--- config.mk ---
export PLATFORM = sky130hd
export DESIGN_NAME = tug_field_flat
export DESIGN_NICKNAME = d
export VERILOG_FILES = /design/src/rtl/tug_pkg.sv /design/src/rtl/tug_field_if.sv /design/src/rtl/tug_edge.sv /design/src/rtl/tug_field.sv /design/src/flat_wrapper.sv
export SDC_FILE = /design/constraint.sdc
export NUM_CORES = 1
export LEC_CHECK = 0
export ABC_AREA = 1
export BUFFER_PORTS_ARGS = -buffer_cell sky130_fd_sc_hd__clkbuf_2
export CAP_MARGIN = 20
export CELL_PAD_IN_SITES_DETAIL_PLACEMENT = 0
export CELL_PAD_IN_SITES_GLOBAL_PLACEMENT = 2
export CORE_ASPECT_RATIO = 0.7
export CORE_MARGIN = 4
export CORE_UTILIZATION = 30
export DETAILED_ROUTE_END_ITERATION = 7
export GPL_TIMING_DRIVEN = 0
export HOLD_SLACK_MARGIN = 0.06
export PLACE_DENSITY_LB_ADDON = 0.1
export SLEW_MARGIN = 20
export SYNTH_ARGS = -nofsm -noshare
export SYNTH_HDL_FRONTEND = slang
export SYNTH_SLANG_ARGS = --single-unit
--- constraint.sdc ---
create_clock -name clk -period 2.2 [get_ports clk]
set_input_delay 0.11 -clock clk [delete_from_list [all_inputs] [get_ports clk]]
set_output_delay 0.11 -clock clk [all_outputs]
set_load 0.005 [all_outputs]
--- src/rtl/tug_pkg.sv ---
// Shared types for the tug-of-war playfield: round state and winner encodings.
package tug_pkg;

   typedef enum logic [1:0] {
      PLAY  = 2'd0,
      WIN_L = 2'd1,
      WIN_R = 2'd2
   } state_t;

   localparam logic [1:0] WIN_NONE  = 2'b00;
   localparam logic [1:0] WIN_LEFT  = 2'b10;
   localparam logic [1:0] WIN_RIGHT = 2'b01;

endpackage

--- src/rtl/tug_field_if.sv ---
// Player-facing bus of the tug-of-war block: buttons and restart in, playfield and scores out.
interface tug_field_if #(
   parameter int NUM_LIGHTS = 9,
   parameter int SCORE_W    = 3
);
   logic                  L;
   logic                  R;
   logic                  restart;
   logic [NUM_LIGHTS-1:0] lights;
   logic [1:0]            winner;
   logic [SCORE_W-1:0]    score_l;
   logic [SCORE_W-1:0]    score_r;

   modport master (output L, R, restart, input lights, winner, score_l, score_r);
   modport slave  (input L, R, restart, output lights, winner, score_l, score_r);
endinterface

--- src/rtl/tug_edge.sv ---
// Rising-edge detector: one registered copy of the button, press = high now and low last edge.
module tug_edge (
   input  logic clk,
   input  logic reset,
   input  logic d,
   output logic rise
);
   logic q;

   always_ff @(posedge clk or negedge reset) begin
      if (!reset) q <= 1'b0;
      else        q <= d;
   end

   assign rise = d & ~q;
endmodule

--- src/rtl/tug_field.sv ---
// Tug-of-war playfield: presses push the lit position, reaching an end wins the round.
// Optional TUG_AUTO_RESTART_EN: win state returns to PLAY after HOLD_CYCLES edges.
module tug_field
   import tug_pkg::*;
#(
   parameter int NUM_LIGHTS  = 9,
   parameter int SCORE_W     = 3,
   parameter int HOLD_CYCLES = 8
) (
   input  logic        clk,
   input  logic        reset,
   tug_field_if.slave  bus
);
   localparam int                 PW     = $clog2(NUM_LIGHTS);
   localparam logic [PW-1:0]      CENTER = PW'((NUM_LIGHTS - 1) / 2);
   localparam logic [PW-1:0]      LAST   = PW'(NUM_LIGHTS - 1);
   localparam logic [SCORE_W-1:0] SMAX   = '1;

   generate
      if (NUM_LIGHTS < 3 || (NUM_LIGHTS % 2) == 0) begin : g_bad_lights
         $error("tug_field: NUM_LIGHTS must be odd and >= 3");
      end
      if (HOLD_CYCLES < 1) begin : g_bad_hold
         $error("tug_field: HOLD_CYCLES must be >= 1");
      end
   endgenerate

   state_t             state, state_nx;
   logic [PW-1:0]      pos;
   logic [SCORE_W-1:0] sl, sr;
   logic               rise_l, rise_r, lp, rp, hold_done;

   tug_edge u_edge_l (.clk(clk), .reset(reset), .d(bus.L), .rise(rise_l));
   tug_edge u_edge_r (.clk(clk), .reset(reset), .d(bus.R), .rise(rise_r));

   // Simultaneous presses cancel out entirely.
   assign lp = rise_l & ~rise_r;
   assign rp = rise_r & ~rise_l;

`ifdef TUG_AUTO_RESTART_EN
   localparam int HW = $clog2(HOLD_CYCLES + 1);
   logic [HW-1:0] hold_cnt;

   always_ff @(posedge clk or negedge reset) begin
      if (!reset)              hold_cnt <= '0;
      else if (state == PLAY)  hold_cnt <= '0;
      else                     hold_cnt <= hold_cnt + HW'(1);
   end

   assign hold_done = (state != PLAY) && (hold_cnt == HW'(HOLD_CYCLES - 1));
`else
   assign hold_done = 1'b0;
`endif

   always_ff @(posedge clk or negedge reset) begin
      if (!reset) state <= PLAY;
      else        state <= state_nx;
   end

   always_comb begin
      state_nx = state;
      case (state)
         PLAY: begin
            if (lp && pos == LAST)   state_nx = WIN_L;
            else if (rp && pos == '0) state_nx = WIN_R;
         end
         default: begin
            if (bus.restart || hold_done) state_nx = PLAY;
         end
      endcase
   end

   always_ff @(posedge clk or negedge reset) begin
      if (!reset) begin
         pos <= CENTER;
         sl  <= '0;
         sr  <= '0;
      end else if (state == PLAY) begin
         if (lp) begin
            if (pos != LAST)    pos <= pos + PW'(1);
            else if (sl != SMAX) sl <= sl + SCORE_W'(1);
         end
         if (rp) begin
            if (pos != '0)      pos <= pos - PW'(1);
            else if (sr != SMAX) sr <= sr + SCORE_W'(1);
         end
      end else if (state_nx == PLAY) begin
         pos <= CENTER;
      end
   end

   // Outputs decode registered state only, so no input reaches them combinationally.
   always_comb begin
      bus.lights  = '0;
      bus.winner  = WIN_NONE;
      bus.score_l = sl;
      bus.score_r = sr;
      case (state)
         PLAY:    bus.lights[pos] = 1'b1;
         WIN_L:   bus.winner      = WIN_LEFT;
         WIN_R:   bus.winner      = WIN_RIGHT;
         default: bus.winner      = WIN_NONE;
      endcase
   end
endmodule

--- src/flat_wrapper.sv ---
// flat-port wrapper written by rule: the top's interface ports become plain ports
module tug_field_flat import tug_pkg::*;
#(
   parameter int NUM_LIGHTS  = 9,
   parameter int SCORE_W     = 3,
   parameter int HOLD_CYCLES = 8
)
  (clk, reset, bus_L, bus_R, bus_restart, bus_lights, bus_winner, bus_score_l, bus_score_r);
  tug_field_if #(.NUM_LIGHTS(NUM_LIGHTS), .SCORE_W(SCORE_W)) bus_i ();
  input  logic clk;
  input  logic reset;
  input wire logic [$bits(bus_i.L)-1:0] bus_L;
  input wire logic [$bits(bus_i.R)-1:0] bus_R;
  input wire logic [$bits(bus_i.restart)-1:0] bus_restart;
  output wire logic [$bits(bus_i.lights)-1:0] bus_lights;
  output wire logic [$bits(bus_i.winner)-1:0] bus_winner;
  output wire logic [$bits(bus_i.score_l)-1:0] bus_score_l;
  output wire logic [$bits(bus_i.score_r)-1:0] bus_score_r;
  assign bus_i.L = bus_L;
  assign bus_i.R = bus_R;
  assign bus_i.restart = bus_restart;
  assign bus_lights = bus_i.lights;
  assign bus_winner = bus_i.winner;
  assign bus_score_l = bus_i.score_l;
  assign bus_score_r = bus_i.score_r;
  tug_field #(.NUM_LIGHTS(NUM_LIGHTS), .SCORE_W(SCORE_W), .HOLD_CYCLES(HOLD_CYCLES)) u_core (.clk(clk), .reset(reset), .bus(bus_i));
endmodule
==> out/metrics.yaml <==
power_and_ir_drop:
  cell_internal_pwr_uw: 725.3
  combPwrFrac_pct: 49.8
  power.total_mw: 1.307
  powerDensity_nw_per_um2: 1005
  seq_power_share_pct: 33.2
  leakage_nw: 0.7711
  swShare_pct: 44.49
  irDropWorstVdd_v: 0.0003782
  p_clk_share_pct: 17.0
  power_switching_uw: 581.4
worst_setup_path:
  timing_worst_setup_path_type: "flip-flop to primary output"
  timing.rr.start: "u_core.pos[0]$_DFFE_PN0P_"
  critPathArrivalTime_ns: 1.61
  critPathLaunch: "u_core.pos[0]$_DFFE_PN0P_"
  setup.worst_path.end_class: "primary output"
  worstSetupStartpointType: "flip-flop"
  worstPathMaxFanout: 6
  required_ns: 2.09
global_routing:
  grt_overflow_total: 0
  grt_first_pass_wirelength_mm: 4.050
  antenna_found_initial: 0
  grt_max_degree: 15
  use_met2_pct: 14.87
  grt_pass1_vias: 803
  grt.busiest_layer: "met1"
  grtUsageMet3_pct: 4.969
  grt_use_total_pct: 11.49
  use_met1_pct: 17.62
timing:
  rsz0062_at_grt: "false"
  fin_setup_tns_ns: 0
  hold_viol: 0
  relSlewSlack_pct: 73.99
  tightest_slew_ns: 0.3902
  setup_viol: 0
  clock_skew_ns: 0.002795
  fin_crit_sh_pct: 78.29
  min_period_ns: 1.722
  max_freq_mhz: 580.6
  drv_slew: 0
clock_tree:
  clockBufferDepth: 2
  cts_tree: "built"
  cts_resized: 0
  htreeDepth: 1
  insertion_delay_ns: 0.24
  clk_pin_slew_ns: 0.06
  clock_sinks: 14
  ctsHoldBuffers: 3
  numCtsBuffers: 3
  cts-root-buf: "clkbuf_8"
  postCtsSetupRepairBufs: 0
yosys:
  netlist_instances: 141
  ys_ff_latch: 14
  synth.cell_area_sq_um: 1061
  avgSynthCellArea_sq_um: 7.525
  yosysWarnings: 0
  synthArstFlopShare_pct: 100.0
  synth_ff_type: "dfrtp_1"
  seq_area_frac_synth_pct: 33.14
  synth-edff-count: 0
  synth_fp_nets: 155
  yosysUniqueCellTypes: 22
finish:
  design_area_sq_um: 1300
  areaGrowthSynthToFinish_pct: 22.52
  diodes: 0
  final_common_cell: "nand2_1"
  final_cell_mix: "52 x nand2_1, 21 x clkbuf_2, 16 x inv_1"
  nets: 184
  drive_above_1_share_pct: 27.81
placed_design:
  place.gp.congestion: 0.7421
  portBuffers: 21
  place_hpwl_mm: 1.970
  place_area_sq_um: 1225
floorplan:
  dieArea_sq_um: 4567
  die_h_um: 57.76
  fp-row-count: 17
  initial_core_util_pct: 32.39
  die_w_um: 79.08
  num_io_pins: 22
  core_sq_um: 3276
drt:
  drtPass1Iterations: 4
  route.detailed.drc: 0
  wl_per_cell_um: 11.24
  drt-initial-drc-count: 34
  antenna_left: 0
  via_per_inst: 4.375
  wl_mm: 2.427
  vias: 945
hold_path:
  hp-class: "primary input to flip-flop"
  min-delay-start: "bus_restart"
status:
  status: "finished clean"
flow_run:
  max_cap_viol_count: 0
state kept, by name (all words and copies together) (netlist names):
register	cells
u_core.u_edge_l.q	1
u_core.u_edge_r.q	1
u_core.bus.score_r	3
u_core.bus.score_l	3
u_core.state	2
u_core.pos	4
worst max-delay path, cell delays in order, from the launching register on:
cell,delay (ns)
dfrtp_1,0.43
inv_1,0.20
ha_1,0.28
nand3_2,0.16
nor2_4,0.16
clkbuf_2,0.13
power groups by stage:
stage / sequential (mW) / combinational [mW] / clock (mW)
floorplan: 0.422 / 0.471 / 0
detailed placement: 0.441 / 0.649 / 0
finish: 0.434 / 0.650 / 0.223
global route: 0.447 / 0.764 / 0.246
global placement: 0.437 / 0.645 / 0
CTS: 0.436 / 0.657 / 0.230
final timing paths:
check / end / slack (ns) / cells past startpoint
max: bus_lights[8] / 0.48 / 5
min: u_core.state[1]$_DFF_PN0_ / 0.1 / 2
max reg2reg: u_core.pos[2]$_DFFE_PN1P_ / 0.58 / 8
min reg2reg: u_core.bus.score_r[1]$_DFFE_PN0P_ / 0.52 / 2
max in group asynchronous: u_core.pos[2]$_DFFE_PN1P_ / 1.56 / 2
min in group asynchronous: u_core.pos[0]$_DFFE_PN0P_ / 0.32 / 2
synth_stat cells (2+ instances only):
cell type / n / area (sq um)
dfrtp_1: 13 / 325.3
ha_1: 9 / 112.6
a21oi_1: 3 / 15.01
nor2_1: 9 / 33.78
inv_2: 2 / 7.510
xnor2_2: 2 / 32.53
clkinv_2: 2 / 10.01
inv_1: 16 / 60.06
nand3b_4: 2 / 40.04
o21ai_0: 2 / 10.01
nand2_1: 52 / 195.2
nor3_1: 6 / 30.03
nor2_2: 5 / 31.28
nand3_1: 6 / 30.03
nor2_4: 5 / 56.30
kinds of logic (layout without fill, tap and decap cells):
logic type | after synthesis | count (layout) | share of synthesized area, %
and+or+nand+nor | 88 | 88 | 41.39
buffers and inverters | 22 | 50 | 8.963
DFF | 14 | 14 | 33.14
adders and majority gates | 9 | 9 | 10.61
AOI/OAI and AO/OA | 6 | 6 | 2.829
xor gates and xnor gates | 2 | 2 | 3.066
metrics by stage:
stage                     util, %  hold WS [ns]  cells  worst slack (ns)
final                       39.69       0.09984    216            0.4777
after floorplan                 -       -0.1856    141            0.7809
after global routing        39.69        0.1228    216            0.3545
after detailed placement    37.40       0.05946    209            0.6179
after CTS                   39.69       0.09018    216            0.4799
after global placement      37.40       0.03544    209            0.6191
per-layer routing:
layer	wire length [um]	part of all wire, %
met2	1009	42
met1	1277	53
met5	0	0
met3	135	5.6
met4	6	0.25
final cells by class:
class                      instances  area [sq um]
buffer                             1         11.26
clock buffer                       4         45.04
tap                               47         58.81
sequential                        14         351.6
fill                             360          1976
inverter                          21         83.83
timing repair buffer              24         135.1
multi-input combinational        105         614.3
(Power assumes the default switching activity.)
